--- config.mk ---
export PLATFORM = sky130hd
export DESIGN_NAME = sb_param_cfg_flat
export DESIGN_NICKNAME = d
export VERILOG_FILES = /design/src/rtl/sb_param_cfg_if.sv /design/src/rtl/sb_param_cfg.sv /design/src/flat_wrapper.sv
export SDC_FILE = /design/constraint.sdc
export NUM_CORES = 1
export LEC_CHECK = 0
export BUFFER_PORTS_ARGS = -buffer_cell sky130_fd_sc_hd__buf_2
export CAP_MARGIN = 20
export CORE_UTILIZATION = 47
export CTS_CLUSTER_DIAMETER = 80
export DETAILED_ROUTE_END_ITERATION = 8
export HOLD_SLACK_MARGIN = 0.03
export PLACE_DENSITY = 0.83
export SLEW_MARGIN = 20
export SYNTH_ARGS = -nofsm -noshare
export SYNTH_HDL_FRONTEND = slang
export SYNTH_SLANG_ARGS = --single-unit
--- constraint.sdc ---
create_clock -name prog_clk -period 2 [get_ports prog_clk]
set_input_delay 0 -clock prog_clk [delete_from_list [all_inputs] [get_ports prog_clk]]
set_output_delay 0 -clock prog_clk [all_outputs]
set_load 0.02 [all_outputs]
--- src/rtl/sb_param_cfg_if.sv ---
// ---------------------------------------------------------------------------
// sb_param_cfg_if
//
// Purpose : configuration-chain bundle for the sb_param_cfg switch block.
//           Groups the serial bitstream, the shift/commit controls and the
//           status flags so a chain controller and the switch block can be
//           connected with one port.
//
// Signals :
//   ccff_head   master -> slave  serial configuration data in
//   cfg_en      master -> slave  shift enable, one bit per prog_clk cycle
//   cfg_commit  master -> slave  copy shadow selects into active selects
//   ccff_tail   slave -> master  serial data out (shadow register MSB)
//   cfg_full    slave -> master  shadow register holds a full fresh load
//   cfg_done    slave -> master  one-cycle pulse after an accepted commit
//   cfg_err     slave -> master  one-cycle pulse after a rejected commit
// ---------------------------------------------------------------------------
interface sb_param_cfg_if;

    logic ccff_head;
    logic cfg_en;
    logic cfg_commit;
    logic ccff_tail;
    logic cfg_full;
    logic cfg_done;
    logic cfg_err;

    modport master (
        output ccff_head,
        output cfg_en,
        output cfg_commit,
        input  ccff_tail,
        input  cfg_full,
        input  cfg_done,
        input  cfg_err
    );

    modport slave (
        input  ccff_head,
        input  cfg_en,
        input  cfg_commit,
        output ccff_tail,
        output cfg_full,
        output cfg_done,
        output cfg_err
    );

endinterface : sb_param_cfg_if

--- src/rtl/sb_param_cfg.sv ---
// ---------------------------------------------------------------------------
// sb_param_cfg
//
// Purpose : parametrised switch block for the tile grid. W tracks leave on
//           the top side and W tracks on the right side; each output track
//           is a MUX_SIZE:1 routing mux. Mux selects are shifted serially
//           into a shadow register and only applied to the routing on an
//           explicit commit, so the routing never glitches while a bitstream
//           passes through the chain.
//
// Parameters :
//   W         tracks per side (2..64)
//   MUX_SIZE  inputs per routing mux (2, 4 or 8)
//
// Build option :
//   SB_CFG_PARITY_EN  when defined, the chain carries one extra odd-parity
//                     bit (the first bit shifted in, ending at the shadow
//                     MSB); a commit is accepted only if the XOR of the whole
//                     chain is 1. When undefined there is no parity bit and
//                     every commit from the full state is accepted.
//
// Ports :
//   prog_clk         configuration clock, the only clock
//   pReset           asynchronous active-low reset
//   cfg              sb_param_cfg_if.slave (chain data, shift/commit, flags)
//   chany_top_in     [W] top channel inputs
//   chanx_right_in   [W] right channel inputs
//   top_grid_pin     [W] grid pins feeding the top tracks
//   right_grid_pin   [W] grid pins feeding the right tracks
//   chany_top_out    [W] top channel outputs
//   chanx_right_out  [W] right channel outputs
// ---------------------------------------------------------------------------
module sb_param_cfg #(
    parameter int W        = 9,
    parameter int MUX_SIZE = 2
) (
    input  logic                 prog_clk,
    input  logic                 pReset,
    sb_param_cfg_if.slave        cfg,
    input  logic [W-1:0]         chany_top_in,
    input  logic [W-1:0]         chanx_right_in,
    input  logic [W-1:0]         top_grid_pin,
    input  logic [W-1:0]         right_grid_pin,
    output logic [W-1:0]         chany_top_out,
    output logic [W-1:0]         chanx_right_out
);

    localparam int SEL_BITS = $clog2(MUX_SIZE);
`ifdef SB_CFG_PARITY_EN
    localparam int PAR_BITS = 1;
`else
    localparam int PAR_BITS = 0;
`endif
    localparam int ACT_BITS = 2 * W * SEL_BITS;
    localparam int TOTAL    = ACT_BITS + PAR_BITS;
    localparam int CNT_W    = $clog2(TOTAL + 1);
    localparam logic [CNT_W-1:0] CNT_FULL = CNT_W'(TOTAL);

    typedef enum logic [1:0] {
        S_EMPTY = 2'd0,
        S_LOAD  = 2'd1,
        S_FULL  = 2'd2
    } state_e;

    logic [TOTAL-1:0]    sr_q,      sr_d;
    logic [ACT_BITS-1:0] act_q,     act_d;
    logic [CNT_W-1:0]    bit_cnt_q, bit_cnt_d;
    state_e              state_q,   state_d;
    logic                done_q,    done_d;
    logic                err_q,     err_d;
    logic                parity_ok;

`ifdef SB_CFG_PARITY_EN
    // Odd parity over the whole chain, parity bit included.
    assign parity_ok = ^sr_q;
`else
    assign parity_ok = 1'b1;
`endif

    // -----------------------------------------------------------------------
    // State register (holds every flop of the block)
    // -----------------------------------------------------------------------
    // NOTE: flops use non-blocking assignments and reset asynchronously, so
    // every register samples the same pre-edge values and pReset takes
    // effect immediately, aborting any shift or commit in progress.
    always_ff @(posedge prog_clk or negedge pReset) begin
        if (!pReset) begin
            sr_q      <= '0;
            act_q     <= '0;
            bit_cnt_q <= '0;
            state_q   <= S_EMPTY;
            done_q    <= 1'b0;
            err_q     <= 1'b0;
        end else begin
            sr_q      <= sr_d;
            act_q     <= act_d;
            bit_cnt_q <= bit_cnt_d;
            state_q   <= state_d;
            done_q    <= done_d;
            err_q     <= err_d;
        end
    end

    // -----------------------------------------------------------------------
    // Next-state logic
    // -----------------------------------------------------------------------
    always_comb begin
        // NOTE: every variable gets a hold/idle default first so no path
        // through the branches below can leave one unassigned (no latches).
        sr_d      = sr_q;
        act_d     = act_q;
        bit_cnt_d = bit_cnt_q;
        done_d    = 1'b0;
        err_d     = 1'b0;

        if (cfg.cfg_commit) begin
            // Commit wins over a simultaneous shift enable.
            if ((state_q == S_FULL) && parity_ok) begin
                act_d     = sr_q[ACT_BITS-1:0];
                bit_cnt_d = '0;
                done_d    = 1'b1;
            end else begin
                err_d = 1'b1;
                // Only a parity failure from FULL discards the load; a
                // premature commit keeps the partial count.
                if (state_q == S_FULL) begin
                    bit_cnt_d = '0;
                end
            end
        end else if (cfg.cfg_en) begin
            sr_d = {sr_q[TOTAL-2:0], cfg.ccff_head};
            if (bit_cnt_q != CNT_FULL) begin
                bit_cnt_d = bit_cnt_q + 1'b1;
            end
        end

        // The state is a pure function of the bit count.
        if (bit_cnt_d == '0) begin
            state_d = S_EMPTY;
        end else if (bit_cnt_d == CNT_FULL) begin
            state_d = S_FULL;
        end else begin
            state_d = S_LOAD;
        end
    end

    // -----------------------------------------------------------------------
    // Output logic (all flags decode registered state only)
    // -----------------------------------------------------------------------
    always_comb begin
        cfg.cfg_full  = (state_q == S_FULL);
        cfg.ccff_tail = sr_q[TOTAL-1];
        cfg.cfg_done  = done_q;
        cfg.cfg_err   = err_q;
    end

    // -----------------------------------------------------------------------
    // Routing muxes: purely combinational from the active selects.
    // Mux m (0..W-1) drives top track m, mux W+i drives right track i.
    // Candidate indices are elaboration-time constants, so each track is a
    // plain MUX_SIZE:1 mux with no arithmetic in the data path.
    // -----------------------------------------------------------------------
    for (genvar i = 0; i < W; i++) begin : g_track
        logic [MUX_SIZE-1:0] top_cand;
        logic [MUX_SIZE-1:0] right_cand;

        assign top_cand[0]   = top_grid_pin[i];
        assign right_cand[0] = right_grid_pin[i];

        for (genvar k = 1; k < MUX_SIZE; k++) begin : g_src
            // Top track rotates forward through the right channel, right
            // track rotates backward through the top channel. The offset of
            // MUX_SIZE*W keeps the index non-negative when k exceeds i+W.
            assign top_cand[k]   = chanx_right_in[(i + k) % W];
            assign right_cand[k] = chany_top_in[(i + MUX_SIZE * W - k) % W];
        end

        assign chany_top_out[i]   = top_cand[act_q[i * SEL_BITS +: SEL_BITS]];
        assign chanx_right_out[i] = right_cand[act_q[(W + i) * SEL_BITS +: SEL_BITS]];
    end

endmodule : sb_param_cfg

--- src/flat_wrapper.sv ---
// flat-port wrapper written by rule: the top's interface ports become plain ports
module sb_param_cfg_flat 
#(
    parameter int W        = 9,
    parameter int MUX_SIZE = 2
)
  (prog_clk, pReset, chany_top_in, chanx_right_in, top_grid_pin, right_grid_pin, chany_top_out, chanx_right_out, cfg_ccff_head, cfg_cfg_en, cfg_cfg_commit, cfg_ccff_tail, cfg_cfg_full, cfg_cfg_done, cfg_cfg_err);
  sb_param_cfg_if cfg_i ();
  input  logic prog_clk;
  input  logic pReset;
  input  logic [W-1:0] chany_top_in;
  input  logic [W-1:0] chanx_right_in;
  input  logic [W-1:0] top_grid_pin;
  input  logic [W-1:0] right_grid_pin;
  output logic [W-1:0] chany_top_out;
  output logic [W-1:0] chanx_right_out;
  input wire logic [$bits(cfg_i.ccff_head)-1:0] cfg_ccff_head;
  input wire logic [$bits(cfg_i.cfg_en)-1:0] cfg_cfg_en;
  input wire logic [$bits(cfg_i.cfg_commit)-1:0] cfg_cfg_commit;
  output wire logic [$bits(cfg_i.ccff_tail)-1:0] cfg_ccff_tail;
  output wire logic [$bits(cfg_i.cfg_full)-1:0] cfg_cfg_full;
  output wire logic [$bits(cfg_i.cfg_done)-1:0] cfg_cfg_done;
  output wire logic [$bits(cfg_i.cfg_err)-1:0] cfg_cfg_err;
  assign cfg_i.ccff_head = cfg_ccff_head;
  assign cfg_i.cfg_en = cfg_cfg_en;
  assign cfg_i.cfg_commit = cfg_cfg_commit;
  assign cfg_ccff_tail = cfg_i.ccff_tail;
  assign cfg_cfg_full = cfg_i.cfg_full;
  assign cfg_cfg_done = cfg_i.cfg_done;
  assign cfg_cfg_err = cfg_i.cfg_err;
  sb_param_cfg #(.W(W), .MUX_SIZE(MUX_SIZE)) u_core (.prog_clk(prog_clk), .pReset(pReset), .cfg(cfg_i), .chany_top_in(chany_top_in), .chanx_right_in(chanx_right_in), .top_grid_pin(top_grid_pin), .right_grid_pin(right_grid_pin), .chany_top_out(chany_top_out), .chanx_right_out(chanx_right_out));
endmodule
==> results of run 1 <==
## sequential cells by signal (all words and copies together) (netlist names)
| name | cells |
|---|---|
| u_core.state_q | 2 |
| u_core.sr_q | 18 |
| u_core.act_q | 18 |
| u_core.bit_cnt_q | 5 |
| u_core.cfg.cfg_err | 1 |
| u_core.cfg.cfg_done | 1 |
## cells by family after synthesis
family / after synthesis / share of synthesized area, %
flops: 45 / 54.64
xor+xnor: 2 / 0.8502
fa+ha+maj: 2 / 1.214
compound gates: 10 / 4.250
simple gates: 134 / 26.72
mux: 18 / 9.836
buf+inv: 12 / 2.489
## stage by stage
stage               power (mW)  utilization [%]  cell area (um^2)  setup WS [ns]  hold slack, ns
floorplan                1.420                -              2061         0.4468         -0.2956
global placement         1.543            59.53              2450         0.3325        -0.03642
detailed placement       1.571            59.53              2450         0.2630        -0.03431
CTS                      2.163            62.36              2566         0.2158         0.06152
global route             2.278            62.36              2566        0.03802         0.09881
finish                   2.146            62.36              2566         0.2217         0.06494
## what timing repair did
action,4_1_cts,5_1_grt
hold buffers,2,0
buffers inserted,0,0
endpoints found under the hold margin,20,0
## layer usage
layer  GRT usage (%)  share of wire (%)  vias to the layer above
met5               0                  0                        -
li1                -                  -                      859
met3           5.000                5.0                        6
met2           33.70                 49                       54
met4           8.333                1.8                        0
met1           24.14                 44                      795
## power groups by stage
stage	logic, mW	clock network [mW]	registers (mW)
final	0.397	0.588	1.16
after global routing	0.458	0.638	1.18
after CTS	0.403	0.603	1.16
after detailed placement	0.398	0	1.17
after global placement	0.376	0	1.17
after floorplan	0.276	0	1.14
## final cells by class
type	count	area share, %
Clock buffer	6	3.218
Multi-Input combinational cell	166	34.42
Sequential cell	45	43.88
Clock inverter	2	0.5363
Inverter	4	0.5851
Tap cell	50	2.438
Timing Repair Buffer	71	14.92
## synth_stat cells (2+ instances only)
cell type,number
nand2_1,111
dfrtp_1,45
mux2_2,18
nor2_1,7
buf_2,5
inv_1,4
nor2b_1,3
and2_1,2
clkbuf_1,2
ha_1,2
nand4_1,2
nor3_1,2
## worst paths after layout
kind,start,endpoint,cells after the start
min in group asynchronous,pReset,u_core.act_q[7]$_DFFE_PN0P_,2
max in group asynchronous,pReset,u_core.bit_cnt_q[4]$_DFF_PN0_,3
max reg2reg,u_core.bit_cnt_q[0]$_DFF_PN0_,u_core.state_q[1]$_DFF_PN0_,6
min reg2reg,u_core.sr_q[15]$_DFFE_PN0P_,u_core.act_q[15]$_DFFE_PN0P_,2
max,u_core.bit_cnt_q[0]$_DFF_PN0_,u_core.state_q[1]$_DFF_PN0_,6
min,cfg_cfg_commit,u_core.bit_cnt_q[1]$_DFF_PN0_,2
==> run metrics, run 1 <==
run status finished, final reports clean; largest cells by area after synthesis dfrtp_1, nand2_1, mux2_2; share of total power in combinational logic approximately 19%; netlist area before placement ~2100 um^2; cell-by-cell trace of the critical path inv_1 > ha_1 > and2_1 > o32ai_1 > o31a_1 > and2_1; Sw Share 29.83%; total global-route track usage 19.99%; initial drt markers between 70 and 80; CTS clk-pin slew, worst paths ~0.080 ns; number of buffer cells added on primary ports 62; vias in the first global route about 1,600; largest vdd supply drop ~0.37 mV; slack of the worst reg-to-reg path 0.22 ns; clock latency at the later pin of the worst-skew pair approximately 0.3 ns; most used cell along the critical path and2_1; First-pass DRT Iterations 4; data required time of the critical path 2.23 ns; Diodes inserted 0; number of library cell types mapped by synthesis 32; gate count of the mapped netlist approximately 220; P_int 1.506 mW; filler-free cell count of the finished design ~340; #FFs+latches synth 45; Multi-input gate area 883.3 um^2; sequential share of the synthesized area a little over half; clock network fraction of design power around 27%; kind of cell with the highest combined delay on the critical path compound AO/OA/AOI/OAI gates; Net Count, Synth between 200 and 300; remaining antenna violation count 0; count of buffer and inverter cells on the critical path 1; I/O Pins 63; highest cell delay on the worst timing path 0.47 ns; DRC violations left 0; share of synthesized flip-flops with an asynchronous set or reset 100.0%; number of fillers in the final layout ~360; count of standard-cell rows 23; Detailed Route WL approximately 4200 um; Cell Count Post-Placement roughly 330; cell with the largest stage delay on the worst path dfrtp_1; Static Leak between 1 and 1.5 nW; post-synthesis area per instance between 9 and 10 um^2; Post-Route Setup TNS 0 ns; critical setup path kind reg -> reg; clock sink count 45; top-area cell type share of the netlist area a little over half; slew at the pin closest to its max-slew limit about 0.49 ns; total CTS buffers 5; share of the cycle needed by the critical path after routing between 80% and 90%; leading area contributor after synthesis dfrtp_1; half-perimeter wire length after detailed placement 2949 um; Post-synth top flop dfrtp_1; sequential fraction of design power 54.1%; Data arrival, critical path 2.01 ns; worst clock skew roughly 0.012 ns; commonest cells after routing, fill and taps aside nand2_1, buf_2, dfrtp_1; setup violators final 0; root buffer cell clkbuf_8; power per cell area between 800 and 900 nW/um^2; endpoints failing hold 0; proportion of layout cells with a drive suffix above 1 between 30% and 40%; overall die area around 4700 um^2; antenna violations before repair 0; clock tree from TritonCTS yes; maximum number of pins on one net before global-route repair 27; number of vias in the routed layout between 1,500 and 2,000; H-tree Lvls 2; highest attainable clock frequency about 0.56 GHz; class of the worst hold path in -> reg; number of gates resized after cts 0; Die Ht ~68 um; number of nets in the layout approximately 340; buffers from clock root to sink, at most 2; Initial Util between 50% and 60%; Core Region between 4000 and 5000 um^2; average vias per placed instance 4.983; minimum clock period about 1.8 ns; count of flip-flops with a built-in enable after synthesis 0; most common cell after layout, fill and taps aside nand2_1; number of warnings reported in the yosys synthesis log 0; MaxCap Viol Count 0; endpoint type of the worst setup path flop; critical-path maximum fanout 7; Critical Path Start Type flop; number of max-slew violations in the final report 0; unrepaired setup endpoints after global routing false; Synth-to-Final Area Change 24.53%; switching power between 0.6 and 0.7 mW; Die Span X between 60 and 70 um; average wire per cell in the routed design 12.07 um; first-pass GRT wire length around 6800 um; residual overflow from global routing 0; GP Congestion approximately 0.86; Max-Slew Margin vs Limit between 60% and 70%; area of all sequential standard cells ~1100 um^2
Power figures use the tool's default switching activity.
==> run 2, diff against run 1 <==
--- a/config.mk
+++ b/config.mk
@@ -7,11 +7,14 @@
 export LEC_CHECK = 0
 export BUFFER_PORTS_ARGS = -buffer_cell sky130_fd_sc_hd__buf_2
 export CAP_MARGIN = 20
-export CORE_UTILIZATION = 47
+export CELL_PAD_IN_SITES_DETAIL_PLACEMENT = 0
+export CELL_PAD_IN_SITES_GLOBAL_PLACEMENT = 1
+export CORE_UTILIZATION = 37
 export CTS_CLUSTER_DIAMETER = 80
 export DETAILED_ROUTE_END_ITERATION = 8
 export HOLD_SLACK_MARGIN = 0.03
-export PLACE_DENSITY = 0.83
+export PLACE_DENSITY = 0.87
+export SETUP_SLACK_MARGIN = 0.05
 export SLEW_MARGIN = 20
 export SYNTH_ARGS = -nofsm -noshare
 export SYNTH_HDL_FRONTEND = slang
==> run 2 against run 1 <==
  * Critical path depth did not move
  * First-iteration DRC count rose by 140%
  * Power rose by 4.9%
  * Sequential cell count did not move
  * Clock power rose by 20%
  * Sequential share of layout area fell by 0.76 points
  * Clock-buffer cell count rose by 1
==> run metrics, run 2 (synthesized netlist as in run 1, its figures left out) <==
run status finished, final reports clean; count of standard-cell rows 26; final cell utilization of the core about half; Cell Count Post-Placement about 350; clock tree from TritonCTS yes; H-tree Lvls 2; antenna violations before repair 0; Die Span X 76.63 um; average wire per cell in the routed design approximately 11 um; Min-Delay Startpoint cfg_cfg_commit; DRC violations left 0; Core Region 5238 um^2; number of vias in the routed layout ~1,700; CTS clk-pin slew, worst paths 0.08 ns; Data arrival, critical path ~2.0 ns; share of the cycle needed by the critical path after routing between 80 and 90%; power per cell area ~860 nW/um^2; critical setup path kind reg -> reg; setup violators final 0; worst clock skew 0.002575 ns; initial drt markers approximately 170; half-perimeter wire length after detailed placement 2753 um; origin of the critical flop-to-flop path u_core.bit_cnt_q[0]$_DFF_PN0_; Max-Slew Margin vs Limit roughly three fifths; most common cell after layout, fill and taps aside nand2_1; maximum number of pins on one net before global-route repair 30; minimum clock period 1.775 ns; final hold slack 0.06678 ns; remaining antenna violation count 0; slew at the pin closest to its max-slew limit slightly above 0.6 ns; endpoints failing hold 0; largest registers u_core.act_q: 18 flops, u_core.sr_q: 18 flops, u_core.bit_cnt_q: 5 flops; first-pass GRT wire length between 6000 and 7000 um; number of max-slew violations in the final report 0; buffers from clock root to sink, at most 2; MaxCap Viol Count 0; number of buffer cells added on primary ports 62; total CTS buffers 5; Static Leak approximately 1.4 nW; capture instance of the worst register-to-register path u_core.state_q[1]$_DFF_PN0_; proportion of layout cells with a drive suffix above 1 approximately 33%; total global-route track usage about 15%; root buffer cell clkbuf_8; Hold Path Cell Cnt 3; class of the worst hold path in -> reg; highest attainable clock frequency around 0.56 GHz; average vias per placed instance 4.569; overall die area 5872 um^2; Worst Reg2Reg Path Length in Cells 6; Critical Path Start Type flop; critical-path maximum fanout 7; data required time of the critical path around 2.2 ns; slack of the worst reg-to-reg path around 0.22 ns; Detailed Route WL 3944 um; First-pass DRT Iterations 4; clock sink count 45; Post-Route Setup TNS 0 ns; vias in the first global route approximately 1,600; Diodes inserted 0; filler-free cell count of the finished design roughly 360; residual overflow from global routing 0; number of nets in the layout 336; unrepaired setup endpoints after global routing false; WHS Endpoint u_core.cfg.cfg_err$_DFF_PN0_; commonest cells after routing, fill and taps aside nand2_1, buf_2, dfrtp_1; GP Congestion 0.8167; Die Ht between 70 and 80 um; largest vdd supply drop roughly 0.38 mV; Initial Util about two fifths; clock latency at the later pin of the worst-skew pair ~0.29 ns; Synth-to-Final Area Change 26.72%; I/O Pins 63; endpoint type of the worst setup path flop
==> run 2: changes by cell type in the layout (fill, tap and decap cells not counted), sizes merged <==
cell    delta
clkbuf     +1
clkinv     -2
bufinv     +1
==> run 2: cell type report <==
type                            count  area (um^2)
Fill cell                         493         2626
Sequential cell                    45         1126
Multi-Input combinational cell    166        883.3
Timing Repair Buffer               71        382.9
Tap cell                           70        87.58
Clock buffer                        7        86.33
Clock inverter                      1        30.03
Inverter                            4        15.01
==> run 2: repair_timing <==
item	CTS	global route
hold buffers	2	0
buffers inserted	0	0
gates resized for setup	0	0
endpoints found under the hold margin	28	0
==> run 2: per-stage QoR <==
stage	power, mW	setup slack, ns	cell area, um^2
6_report	2.251	0.2245	2611
5_1_grt	2.393	0.1265	2611
4_1_cts	2.290	0.2427	2611
3_5_place_dp	1.565	0.2734	2475
3_3_place_gp	1.547	0.3252	2475
2_1_floorplan	1.420	0.4468	2061
==> run 2: how the worst max path moves through the flow <==
stage | cells after the start | from | slack, ns | end
2_1_floorplan | 6 | u_core.bit_cnt_q[0]$_DFF_PN0_ | 0.45 | u_core.state_q[0]$_DFF_PN0_
3_3_place_gp | 6 | u_core.bit_cnt_q[0]$_DFF_PN0_ | 0.33 | u_core.state_q[0]$_DFF_PN0_
3_5_place_dp | 6 | u_core.bit_cnt_q[0]$_DFF_PN0_ | 0.27 | u_core.state_q[0]$_DFF_PN0_
4_1_cts | 6 | u_core.bit_cnt_q[0]$_DFF_PN0_ | 0.24 | u_core.state_q[1]$_DFF_PN0_
5_1_grt | 6 | u_core.bit_cnt_q[0]$_DFF_PN0_ | 0.13 | u_core.state_q[1]$_DFF_PN0_
6_report | 6 | u_core.bit_cnt_q[0]$_DFF_PN0_ | 0.22 | u_core.state_q[1]$_DFF_PN0_
==> run 2: metal layers <==
layer  share of wire [%]  up-vias  track usage [%]  routed length [um]
li1                    -      851                -                   -
met1                  47      761            18.19                1863
met2                  47       47            24.23                1836
met3                 4.7        4            4.072                 186
met4                 1.4        0            6.923                  57
met5                   0        -                0                   0
==> run 2: power by group <==
part           internal, mW  switching [mW]  total, mW
Clock                 0.407           0.296      0.704
Sequential             1.03           0.124       1.15
Combinational         0.197           0.197      0.394
==> run 2: critical path, cell delays in order, from the launching register on <==
cell	delay (ns)
dfrtp_1	0.45
inv_1	0.07
ha_1	0.28
and2_1	0.15
o32ai_1	0.42
o31a_1	0.23
and2_1	0.12
